==> config.mk <==
export PLATFORM = sky130hd
export DESIGN_NAME = pll_lock_sequencer
export DESIGN_NICKNAME = d
export VERILOG_FILES = /design/src/rtl/pll_lock_sequencer.sv
export SDC_FILE = /design/constraint.sdc
export NUM_CORES = 1
export LEC_CHECK = 0
export ABC_AREA = 1
export BUFFER_PORTS_ARGS = -buffer_cell sky130_fd_sc_hd__buf_2
export CORE_MARGIN = 2
export CORE_UTILIZATION = 53
export DETAILED_ROUTE_END_ITERATION = 8
export GPL_TIMING_DRIVEN = 0
export PLACE_DENSITY = 0.78
export SLEW_MARGIN = 15
export SYNTH_ARGS = -nofsm -noshare
export SYNTH_HDL_FRONTEND = slang
export SYNTH_SLANG_ARGS = --single-unit
==> constraint.sdc <==
create_clock -name CLKI -period 1.5 [get_ports CLKI]
set_input_delay 0.3 -clock CLKI [delete_from_list [all_inputs] [get_ports CLKI]]
set_output_delay 0.3 -clock CLKI [all_outputs]
set_load 0.01 [all_outputs]
==> src/rtl/pll_lock_sequencer.sv <==
// Reset/lock sequencer for the x4 PLL, clocked by the free-running reference clock.
// Define PLL_LOCK_SEQ_LOSS_CNT_EN to add the saturating LOSS_CNT output.
module pll_lock_sequencer #(
    parameter int unsigned RST_CYCLES    = 16,
    parameter int unsigned LOCK_TIMEOUT  = 4096,
    parameter int unsigned STABLE_CYCLES = 256,
    parameter int unsigned MAX_RETRIES   = 3
) (
    input  logic       CLKI,
    input  logic       RST,
    input  logic       LOCK_IN,
    input  logic       RELOCK_REQ,
    output logic       PLL_RST,
    output logic       READY,
    output logic       LOCK_LOST,
    output logic       FAIL,
    output logic [3:0] RETRY_CNT
`ifdef PLL_LOCK_SEQ_LOSS_CNT_EN
    ,
    output logic [7:0] LOSS_CNT
`endif
);

    localparam int unsigned MAX_A   = (RST_CYCLES > LOCK_TIMEOUT) ? RST_CYCLES : LOCK_TIMEOUT;
    localparam int unsigned MAX_CYC = (MAX_A > STABLE_CYCLES) ? MAX_A : STABLE_CYCLES;
    localparam int unsigned CNT_W   = $clog2(MAX_CYC) + 1;

    localparam logic [CNT_W-1:0] RST_LAST     = CNT_W'(RST_CYCLES - 1);
    localparam logic [CNT_W-1:0] TIMEOUT_LAST = CNT_W'(LOCK_TIMEOUT - 1);
    localparam logic [CNT_W-1:0] STABLE_LAST  = CNT_W'(STABLE_CYCLES - 1);
    localparam logic [3:0]       RETRY_LIMIT  = 4'(MAX_RETRIES);

    typedef enum logic [2:0] {
        StResetAssert,
        StWaitLock,
        StStable,
        StReady,
        StFail
    } state_e;

    state_e           state;
    logic [CNT_W-1:0] cnt;
    logic             lock_meta;
    logic             lock_s;

    always_ff @(posedge CLKI) begin
        if (RST) begin
            lock_meta <= 1'b0;
            lock_s    <= 1'b0;
        end else begin
            lock_meta <= LOCK_IN;
            lock_s    <= lock_meta;
        end
    end

    // Decoded from flops only, so the pulse lines up with the first cycle lock_s reads low.
    assign LOCK_LOST = (state == StReady) && !lock_s;

    always_ff @(posedge CLKI) begin
        if (RST) begin
            state     <= StResetAssert;
            cnt       <= '0;
            PLL_RST   <= 1'b1;
            READY     <= 1'b0;
            FAIL      <= 1'b0;
            RETRY_CNT <= 4'd0;
        end else begin
            unique case (state)
                StResetAssert: begin
                    if (cnt == RST_LAST) begin
                        state   <= StWaitLock;
                        cnt     <= '0;
                        PLL_RST <= 1'b0;
                    end else begin
                        cnt <= cnt + CNT_W'(1);
                    end
                end
                StWaitLock: begin
                    // Lock takes priority over a coincident timeout.
                    if (lock_s) begin
                        state <= StStable;
                        cnt   <= '0;
                    end else if (cnt == TIMEOUT_LAST) begin
                        cnt     <= '0;
                        PLL_RST <= 1'b1;
                        if (RETRY_CNT == RETRY_LIMIT) begin
                            state <= StFail;
                            FAIL  <= 1'b1;
                        end else begin
                            state     <= StResetAssert;
                            RETRY_CNT <= RETRY_CNT + 4'd1;
                        end
                    end else begin
                        cnt <= cnt + CNT_W'(1);
                    end
                end
                StStable: begin
                    if (!lock_s) begin
                        state <= StWaitLock;
                        cnt   <= '0;
                    end else if (cnt == STABLE_LAST) begin
                        state <= StReady;
                        cnt   <= '0;
                        READY <= 1'b1;
                    end else begin
                        cnt <= cnt + CNT_W'(1);
                    end
                end
                StReady: begin
                    if (!lock_s || RELOCK_REQ) begin
                        state     <= StResetAssert;
                        cnt       <= '0;
                        READY     <= 1'b0;
                        PLL_RST   <= 1'b1;
                        RETRY_CNT <= 4'd0;
                    end
                end
                StFail: begin
                    if (RELOCK_REQ) begin
                        state     <= StResetAssert;
                        cnt       <= '0;
                        FAIL      <= 1'b0;
                        RETRY_CNT <= 4'd0;
                    end
                end
                default: begin
                    state   <= StResetAssert;
                    cnt     <= '0;
                    PLL_RST <= 1'b1;
                    READY   <= 1'b0;
                    FAIL    <= 1'b0;
                end
            endcase
        end
    end

`ifdef PLL_LOCK_SEQ_LOSS_CNT_EN
    always_ff @(posedge CLKI) begin
        if (RST) begin
            LOSS_CNT <= 8'd0;
        end else if (LOCK_LOST && (LOSS_CNT != 8'hff)) begin
            LOSS_CNT <= LOSS_CNT + 8'd1;
        end
    end
`endif

endmodule

# Word-level counts from Yosys, hierarchy flattened
# Cells that the tools add are included.
[word_totals]
input_bits = 4
output_inout_bits = 8
regBits = 25
elab_cells = 83
[classes]
reduce_logical = 14
n_eq_ne = 19
mux = 37
n_addsub = 2
bitwise = 3
[op_table]
columns = ["operator", "count"]
rows = [
  ["$mux 13", 7],
  ["$pmux 13 s5", 1],
  ["$mux 3", 8],
  ["$mux 4", 5],
  ["$ne 2x2->1 const B", 8],
  ["$pmux 3 s5", 1],
  ["$reduce_and 5->1", 3],
  ["$add 13x1->13 const B", 1],
  ["$eq 13x12->1 const B", 1],
  ["$eq 13x4->1 const B", 1],
  ["$eq 13x8->1 const B", 1],
  ["$pmux 4 s3", 1],
  ["$mux 1", 11],
  ["$eq 3x2->1 const B", 2],
  ["$ne 3x3->1 const B", 2],
  ["$pmux 1 s3", 2],
  ["$reduce_and 6->1", 1],
  ["$reduce_or 3->1", 2],
  ["$add 4x1->4 const B", 1],
  ["$eq 4x2->1 const B", 1],
  ["$pmux 1 s4", 1],
  ["$reduce_and 4->1", 1],
  ["$eq 3x1->1 const B", 1],
  ["$eq 3x3->1 const B", 1],
  ["9 further kinds", 11],
]

# Longest topological paths before layout
# Gate-level depths: netlist of run 1.
[logic_depth]
ltp_word = 5
mapped_depth = 12
ltp_nobuf = 12

# Worst setup path before layout of run 1
# No wires, ideal clock.
[synth_path]
kind = "reg-to-reg"
start = "reg cnt[0]"
end = "reg cnt[6]"
setup_time_ns = 0.117
required_time_ns = 1.383
path_buffers = 1
setup_slack_ns = -0.031
stages_incl_launch_ff = 10
t_arrival_ns = 1.414
synth_period_minus_slack_ns = 1.531
cell_sequence = "dfxtp_1 -> ha_1 -> nand3_1 -> nor2_4 -> nand2_1 -> a21oi_2 -> nand2_4 -> nand2_2 -> buf_6 -> nor2_2"
[synth_between]
elab_chain_len = 4
word_cells_on_any_way = 10
classes_between = "add/sub (1); eq/ne (3); mux (6)"
[synth_lines]
columns = ["element", "line", "source"]
rows = [
  ["from (decl)", "42", "logic [CNT_W-1:0] cnt;"],
  ["from (signal assigned)", "75", "cnt <= cnt + CNT_W'(1);"],
  ["from (signal assigned)", "94", "cnt <= cnt + CNT_W'(1);"],
  ["from (signal assigned)", "106", "cnt <= cnt + CNT_W'(1);"],
  ["$add 13x1->13, or another cell as far along", "75, 94, 106", ""],
  ["$mux 13, on equally long branches", "101, 83", ""],
  ["$mux 13, on equally long branches", "98, 80", ""],
  ["$pmux 13 s5 *", "68", "unique case (state)"],
]
# Mark *: on every way between the ends. The rest lies on a longest branch, timed or not.
# A chain may end at the register's enable or synchronous reset.

# Worst setup path after layout of run 1
[layout_path]
start = "reg cnt[8]"
end = "reg state[0]"
[layout_between]
elab_chain_len = 3
word_cells_on_any_way = 7
classes_between = "eq/ne (6); reduce/logical (1)"
[layout_lines]
columns = ["element", "line", "source"]
rows = [
  ["$eq 13x8->1, or another cell as far along", "101", "end else if (cnt == STABLE_LAST) begin"],
  ["$ne 3x3->1 (no source line) or $ne 2x2->1 (tied branches)", "--", ""],
  ["$reduce_and 5->1 (no source line) *", "--", ""],
  ["to (signal assigned)", "99", "state <= StWaitLock;"],
  ["to (signal assigned)", "102", "state <= StReady;"],
  ["to (signal assigned)", "111", "state <= StResetAssert;"],
  ["to (decl)", "41", "state_e state;"],
]
# Marked as above.

==> results of run 1 <==
-- repair_timing --
action / 4_1_cts / 5_1_grt
setup buffers: 5 / 5
pin swaps: 7 / 10
endpoints found under the setup margin: 22 / 22
resized for setup: 26 / 32
hold endpoints to repair: 0 / 0
gates cloned: 1 / 0
-- power by group through the flow --
stage | clock network [mW] | logic (mW) | registers, mW
2_1_floorplan | 0 | 0.151 | 0.734
3_5_place_dp | 0 | 0.198 | 0.733
3_3_place_gp | 0 | 0.193 | 0.733
4_1_cts | 0.330 | 0.258 | 0.726
6_report | 0.319 | 0.282 | 0.725
5_1_grt | 0.351 | 0.312 | 0.728
-- per-layer routing --
layer  routed length (um)  GRT usage [%]  share of wire (%)
met1                 1490           28.2                 46
met3                  143           5.53                4.4
met5                    0              0                  0
met2                 1610           32.9                 49
met4                   24           4.76               0.73
-- cells in the mapped netlist (all sizes together) --
| master | n | share of area, % |
|---|---|---|
| or2 | 1 | 0.43 |
| clkbuf | 1 | 0.26 |
| a31oi | 1 | 0.43 |
| xnor2 | 1 | 0.60 |
| nand2 | 48 | 14 |
| nand4 | 6 | 2.6 |
| xor2 | 7 | 4.2 |
| o21bai | 1 | 0.52 |
| nand3 | 19 | 6.9 |
| nor3 | 7 | 2.4 |
| dfxtp | 25 | 34 |
| a21oi | 9 | 3.4 |
| nor2 | 46 | 15 |
| buf | 2 | 1.3 |
| or3 | 1 | 0.43 |
| nand3b | 2 | 1.9 |
| o21ai | 10 | 3.4 |
| ha | 2 | 1.7 |
| nor4 | 1 | 0.43 |
| inv | 23 | 5.9 |
-- worst paths after layout --
kind	from	to	slack [ps]
setup reg to reg	cnt[8]$_SDFFE_PP0P_	state[0]$_SDFFE_PP0P_	-50
setup / recovery	cnt[8]$_SDFFE_PP0P_	state[0]$_SDFFE_PP0P_	-50
hold / removal	LOCK_IN	lock_meta$_SDFF_PP0_	150
hold reg to reg	lock_meta$_SDFF_PP0_	lock_s$_SDFF_PP0_	410
-- final cells by class --
class	count	area, um2
well taps	31	38.8
plain buffers	2	18.8
clock buffers	3	22.5
fillers	216	825
inverters	23	91.3
multi-input cells	162	1000
repair buffers	21	156
flip-flops and latches	25	527
clock inverters	1	7.51
-- critical path, stage by stage (launching register included) --
cell	delay [ps]
dfxtp_2	380
buf_4	120
nand2_1	90
nor3_2	220
nand2_4	110
a21oi_4	190
nand2_4	80
buf_6	130
nand2_2	40
nand2_1	40
nor2_1	100
-- registers in the layout, indices dropped and copies added (netlist names) --
signal	count
RETRY_CNT	4
lock_s	1
cnt	13
READY	1
FAIL	1
lock_meta	1
state	3
PLL_RST	1
-- kinds of logic (layout without fill, tap and decap cells) --
| kind of cell | Yosys count | count (layout) | share of synthesized area [%] |
|---|---|---|---|
| simple gates | 131 | 131 | 43.9 |
| fa+ha+maj | 2 | 2 | 1.72 |
| buf+inv | 26 | 50 | 7.47 |
| compound gates | 21 | 21 | 7.73 |
| flops | 25 | 25 | 34.4 |
| xor+xnor | 8 | 8 | 4.81 |
-- per-stage QoR --
step | hold WS [ps] | power (mW) | instance area (um2)
after global placement | 393 | 0.926 | 1550
after floorplan | 388 | 0.884 | 1460
after detailed placement | 402 | 0.931 | 1550
final | 148 | 1.33 | 1860
after global routing | 127 | 1.39 | 1860
after CTS | 137 | 1.31 | 1720
==> run summary, run 1 <==
The run finished, with violations left. The checks that failed: negative setup slack. The worst slack at placement came out at -190 ps. Clock-pin slew was measured on the worst setup and hold paths at 150 ps.

The vertical extent of the die came out at 56.4 um. Of the total power, the clock network draws 24.1%. For the worst setup path, the data required time is 1770 ps. The number of pins with negative max-slew slack in the final report was 0. The arrival time of data at the critical path endpoint is 1820 ps. The first routing iteration left 46 violations. The ratio of routed vias to standard cells came out at 5.24. The die is 56.4 um wide.

TritonCTS built the clock tree. The total wire length after detailed routing is 3.27 mm. The layout cell share with drive strength beyond 1 is 35.9%. The wire length of the first global-routing pass came out at 5.29 mm. The detailed-route via count is 1404.

The clock sink count came out at 25. The reported max-cap violation count came out at 0. The power density over cell area came out at 712 mW/mm2. The maximum number of buffers from clock root to sink is 2. Counting distinct cell types in the post-synthesis netlist gives 30. The worst setup slack after layout came out at -54.3 ps. The worst setup path is captured at a flop. Setup repair after global routing could not meet its margin everywhere. The slew at the pin with the worst max-slew slack is 347 ps.

The maximum achievable frequency is 643 MHz. The residual overflow from global routing came out at 0. The static leakage came out at 0.765 nW. In this run, flip-flops and latches consume 54.7% of the power. The deepest level of the CTS H-tree came out at 1.

The number of cells on the worst reg-to-reg path is 10. The clock root buffer is clkbuf_4. The number of hold buffers added after CTS was 0. The congestion estimate from routability-driven global placement came to 0.827. The worst setup path is of the reg -> reg kind.

The number of global-route vias before repair is 1219. Entering global routing, the biggest net connects 16 pins. The number of nets still failing antenna checks after routing came out at 0. The initial antenna violation count came to 0. The detail-routed net length per standard cell came out at 12.2 um. The synthesized netlist net count is 219. For this run, the post-layout net count is 244. The top cell types in the final layout, fill and taps aside, are nand2_1, nor2_1, inv_1.

The net load switching power came out at 406 uW. The post-layout utilization of the core is 69.3%. The top fanout value on the critical path came out at 5. Synthesis inferred 25 register bits. TritonCTS created 3 clock buffers. After floorplanning, the core was sized to cover 0.00269 mm2. The worst setup path is launched from a flop.

The hold violation total from the final report is 0. For this configuration, the core starts out at a cell density of 54.2%. The layout-stage area growth over the synthesis result is 27.8%. The summed instance area of the synthesized netlist came out at 0.00146 mm2.

The floorplan row count is 19. The DRC violation count after routing came out at 0. The fraction of power consumed by combinational cells came out at 21.3%. The shortest period the worst path allows came out at 1550 ps. After synthesis, the mean cell area works out to 6.84 um2. The HPWL reported at the end of detailed placement came out at 2.05 mm. The post-layout instance count excluding filler cells is 268.

The internal power of the cells came out at 919 uW. The total of warnings raised by yosys came out at 0. The proportion of synthesized chip area in sequential cells came out at 34.4%. The antenna diode count is 0.

The type of the worst min-delay path is in -> reg. The die footprint is 0.00318 mm2. The total I/O pin count is 12. Counting instances, the worst hold path has a depth of 3.

The worst-case IR drop observed on VDD is 0.000691 V. The synthesized instance count came out at 213. Of the total power, the share spent switching nets is 30.7%. The final critical path takes up 104% of the cycle. Headroom to the max-slew limit came out at 76.8%. The most common cell after layout, fill and taps aside is nand2_1. Clock skew on the completed layout was measured at 14.9 ps. The source-to-sink clock delay at the later pin of the worst-skew pair is 330 ps. The total global-route track usage came out at 20.8%. The number of detailed-routing iterations run before antenna repair is 4. The total negative slack came out at -451 ps.

Setup violations remaining at the end of the flow were counted as 13. The total of buffers placed on input and output ports came out at 10. The cell count after placement came out at 254.
Note: power is estimated with default switching activity, not from simulation.
==> run 2, diff against run 1 <==
==> constraint.sdc (replaced) <==
create_clock -name CLKI -period 1.3 [get_ports CLKI]
set_input_delay 0.26 -clock CLKI [delete_from_list [all_inputs] [get_ports CLKI]]
set_output_delay 0.26 -clock CLKI [all_outputs]
set_load 0.01 [all_outputs]
==> run summary, run 2 (same netlist as run 1, synthesis figures left out) <==
The kind of critical path is reg -> reg. The initial standard-cell utilization of the core came out at 54.2%. The number of nets still failing antenna checks after routing is 0. The final reports fail on negative setup slack. The clock sink count came out at 25. The hold violation total from the final report is 0. The required time at the worst-slack endpoint is 1510 ps. The highest ir drop seen on vdd is 0.00110 V. The total of buffers placed on input and output ports is 10. The number of detailed-routing iterations run before antenna repair is 4. The largest register by flop count is cnt.

The detailed-route via count is 1493. After legalization and detailed placement, the total HPWL measured 2.09 mm. Timing would allow up to 661 MHz. After floorplanning, the core was divided into 19 placement rows.

The layout-stage area growth over the synthesis result came out at 33.8%. The antenna diode count is 0. The width of the die is 56.4 um. The part of the cycle the worst path needs is 116%. The number of buffers and inverters on the critical path is 1. The analysis attributes to cell leakage a power of 0.782 nW. Following the worst setup path forward leads to its endpoint at cnt[7]$_SDFFE_PP0P_. The vertical extent of the die came out at 56.4 um. The largest registers in the layout are cnt: 13 flops, RETRY_CNT: 4 flops, state: 3 flops. The post-route worst hold slack came out at 147 ps. The library cell used most frequently in the layout, excluding fill and tap cells, is nand2_1. The detail-routed net length per standard cell came out at 13.1 um. The placeable core area is 0.00269 mm2.

The die footprint came out at 0.00318 mm2. The critical path runs through a total of 8 cells. The worst slew margin relative to its limit came out at 71.2%. The worst setup path is launched from a flop. The tool flagged a number of max-cap violations equal to 0.

The routed design has 3.57 mm of wire. The type of the worst min-delay path is in -> reg. In this run the worst setup path begins at state[0]$_SDFFE_PP0P_. The layout cell share with drive strength beyond 1 came out at 41.9%.

The power density over cell area came out at 804 mW/mm2. Counting cells, the worst reg-to-reg path comes to 8. TritonCTS built the clock tree. The worst setup slack after layout came out at -214 ps.

The kind of cell with the highest combined delay along the critical path is simple AND/OR/NAND/NOR gates. The post-layout utilization of the core is 72.6%. Setup repair after global routing could not meet its margin everywhere. The total global-route track usage is 22.1%. Counting stages on the worst path, the most repeated cell is nor2_1. The arrival time of data at the critical path endpoint is 1720 ps. The shortest period the worst path allows is 1510 ps. In the layout the commonest cells are nand2_1, nor2_1, inv_1. The total placed instance area is 0.00159 mm2. The number of pins with negative max-slew slack in the final report came to 0. For the final routed database, the setup TNS stands at -3790 ps. The ratio of routed vias to standard cells is 5.49. The footprint of the flip-flops and latches is 528 um2. The wire length of the first global-routing pass is 5.53 mm. The deepest level of the CTS H-tree came out at 1. The clock buffer count from CTS came out at 3. The number of fillers in the final layout is 211.

The source-to-sink clock delay at the later pin of the worst-skew pair is 330 ps. In this run the critical register-to-register path is captured at cnt[7]$_SDFFE_PP0P_. The initial antenna violation count came to 0. The root buffer cell chosen for the clock tree is clkbuf_4. For the final database, setup skew stands at 12.4 ps.

The area of all placed cells without fillers came out at 0.00195 mm2. For this design, the slowest cell found on the critical path is dfxtp_4. The clock transition at the registers of the reported paths came out at 120 ps. The total I/O pin count is 12. In this design, the stage delay of the slowest critical-path cell is 440 ps. The residual overflow from global routing came out at 0. The design draws 1.57 mW. The DRC violation count after routing is 0. The placer congestion estimate came out at 0.810. The number of buffers added to fix hold violations after cts came out at 0. The register with the most flip-flops in the layout has 13 of them.

Summing all multi-input logic gate instances after layout gives 0.00105 mm2. The final number of setup-violating endpoints is 23. The top fanout value on the critical path is 8. The flow ran to the end, but the final reports show violations.

The register-to-register setup slack is -210 ps. The number of global-route vias before repair came to 1289. The maximum number of buffers from clock root to sink is 2. The net count of the finished layout is 248.

The pin count of the biggest net entering global routing is 14. The initial DRC count came out at 56. The startpoint identified for the worst register-to-register timing path is state[0]$_SDFFE_PP0P_. For the pin with the worst max-slew slack, the measured transition is 431 ps. Traced cell by cell, the critical path runs through nand2_1 -> nor2_1 -> nand2_2 -> nand2_4 -> buf_4 -> nor2_1 -> o21ai_0 -> nor3_1. STA classifies the critical path endpoint as a flop.
## run 2: changes by cell type in the layout (fill, tap and decap cells not counted), moves of 3 or more
cell / change
nand2_2: +7
nand2_1: -6
o21ai_0: -4
a21oi_1: -3
a21oi_2: +3
nand3_1: -3
nand3_2: +3
o21ai_1: +3
## run 2: worst min-delay path by stage
stage	start	end	cells past startpoint	slack [ps]
after global routing	LOCK_IN	lock_meta$_SDFF_PP0_	3	130
after CTS	LOCK_IN	lock_meta$_SDFF_PP0_	3	130
after global placement	lock_meta$_SDFF_PP0_	lock_s$_SDFF_PP0_	2	390
after detailed placement	lock_meta$_SDFF_PP0_	lock_s$_SDFF_PP0_	2	400
after floorplan	LOCK_IN	lock_meta$_SDFF_PP0_	2	370
final	LOCK_IN	lock_meta$_SDFF_PP0_	3	150
## run 2: cell type report
| type | instances | share of cell area, % |
|---|---|---|
| plain buffers | 3 | 1.73 |
| clock buffers | 4 | 1.35 |
| inverters | 23 | 4.69 |
| multi-input cells | 162 | 53.8 |
| flip-flops and latches | 25 | 27.1 |
| well taps | 31 | 1.99 |
| repair buffers | 24 | 9.37 |
## run 2: routing by layer
metal  global-route usage (%)  share of wire, %  wire length [um]
met1                     28.4                44              1570
met2                     35.5                50              1790
met3                     4.84               4.0               141
met4                     9.18               1.7                61
met5                        0                 0                 0
## run 2: repair_timing
action	CTS	global route
cloned	1	0
gates resized for setup	34	35
buffers inserted	7	6
setup endpoints to repair	23	24
pin swaps	7	6
## run 2: through the flow
step	std cells	setup WS, ps
floorplan	213	-88.0
detailed placement	254	-267
global route	272	-305
CTS	266	-195
global placement	254	-256
finish	272	-214
## run 2: report_power, final
part / internal [mW] / leakage (nW) / switching (mW)
Combinational: 0.174 / 0.556 / 0.204
Sequential: 0.796 / 0.211 / 0.0411
Clock: 0.120 / 0.0150 / 0.232
## run 2: worst min-delay path: stages
cell and delay, ps:
buf_2 100, inv_1 50, nor2_1 30
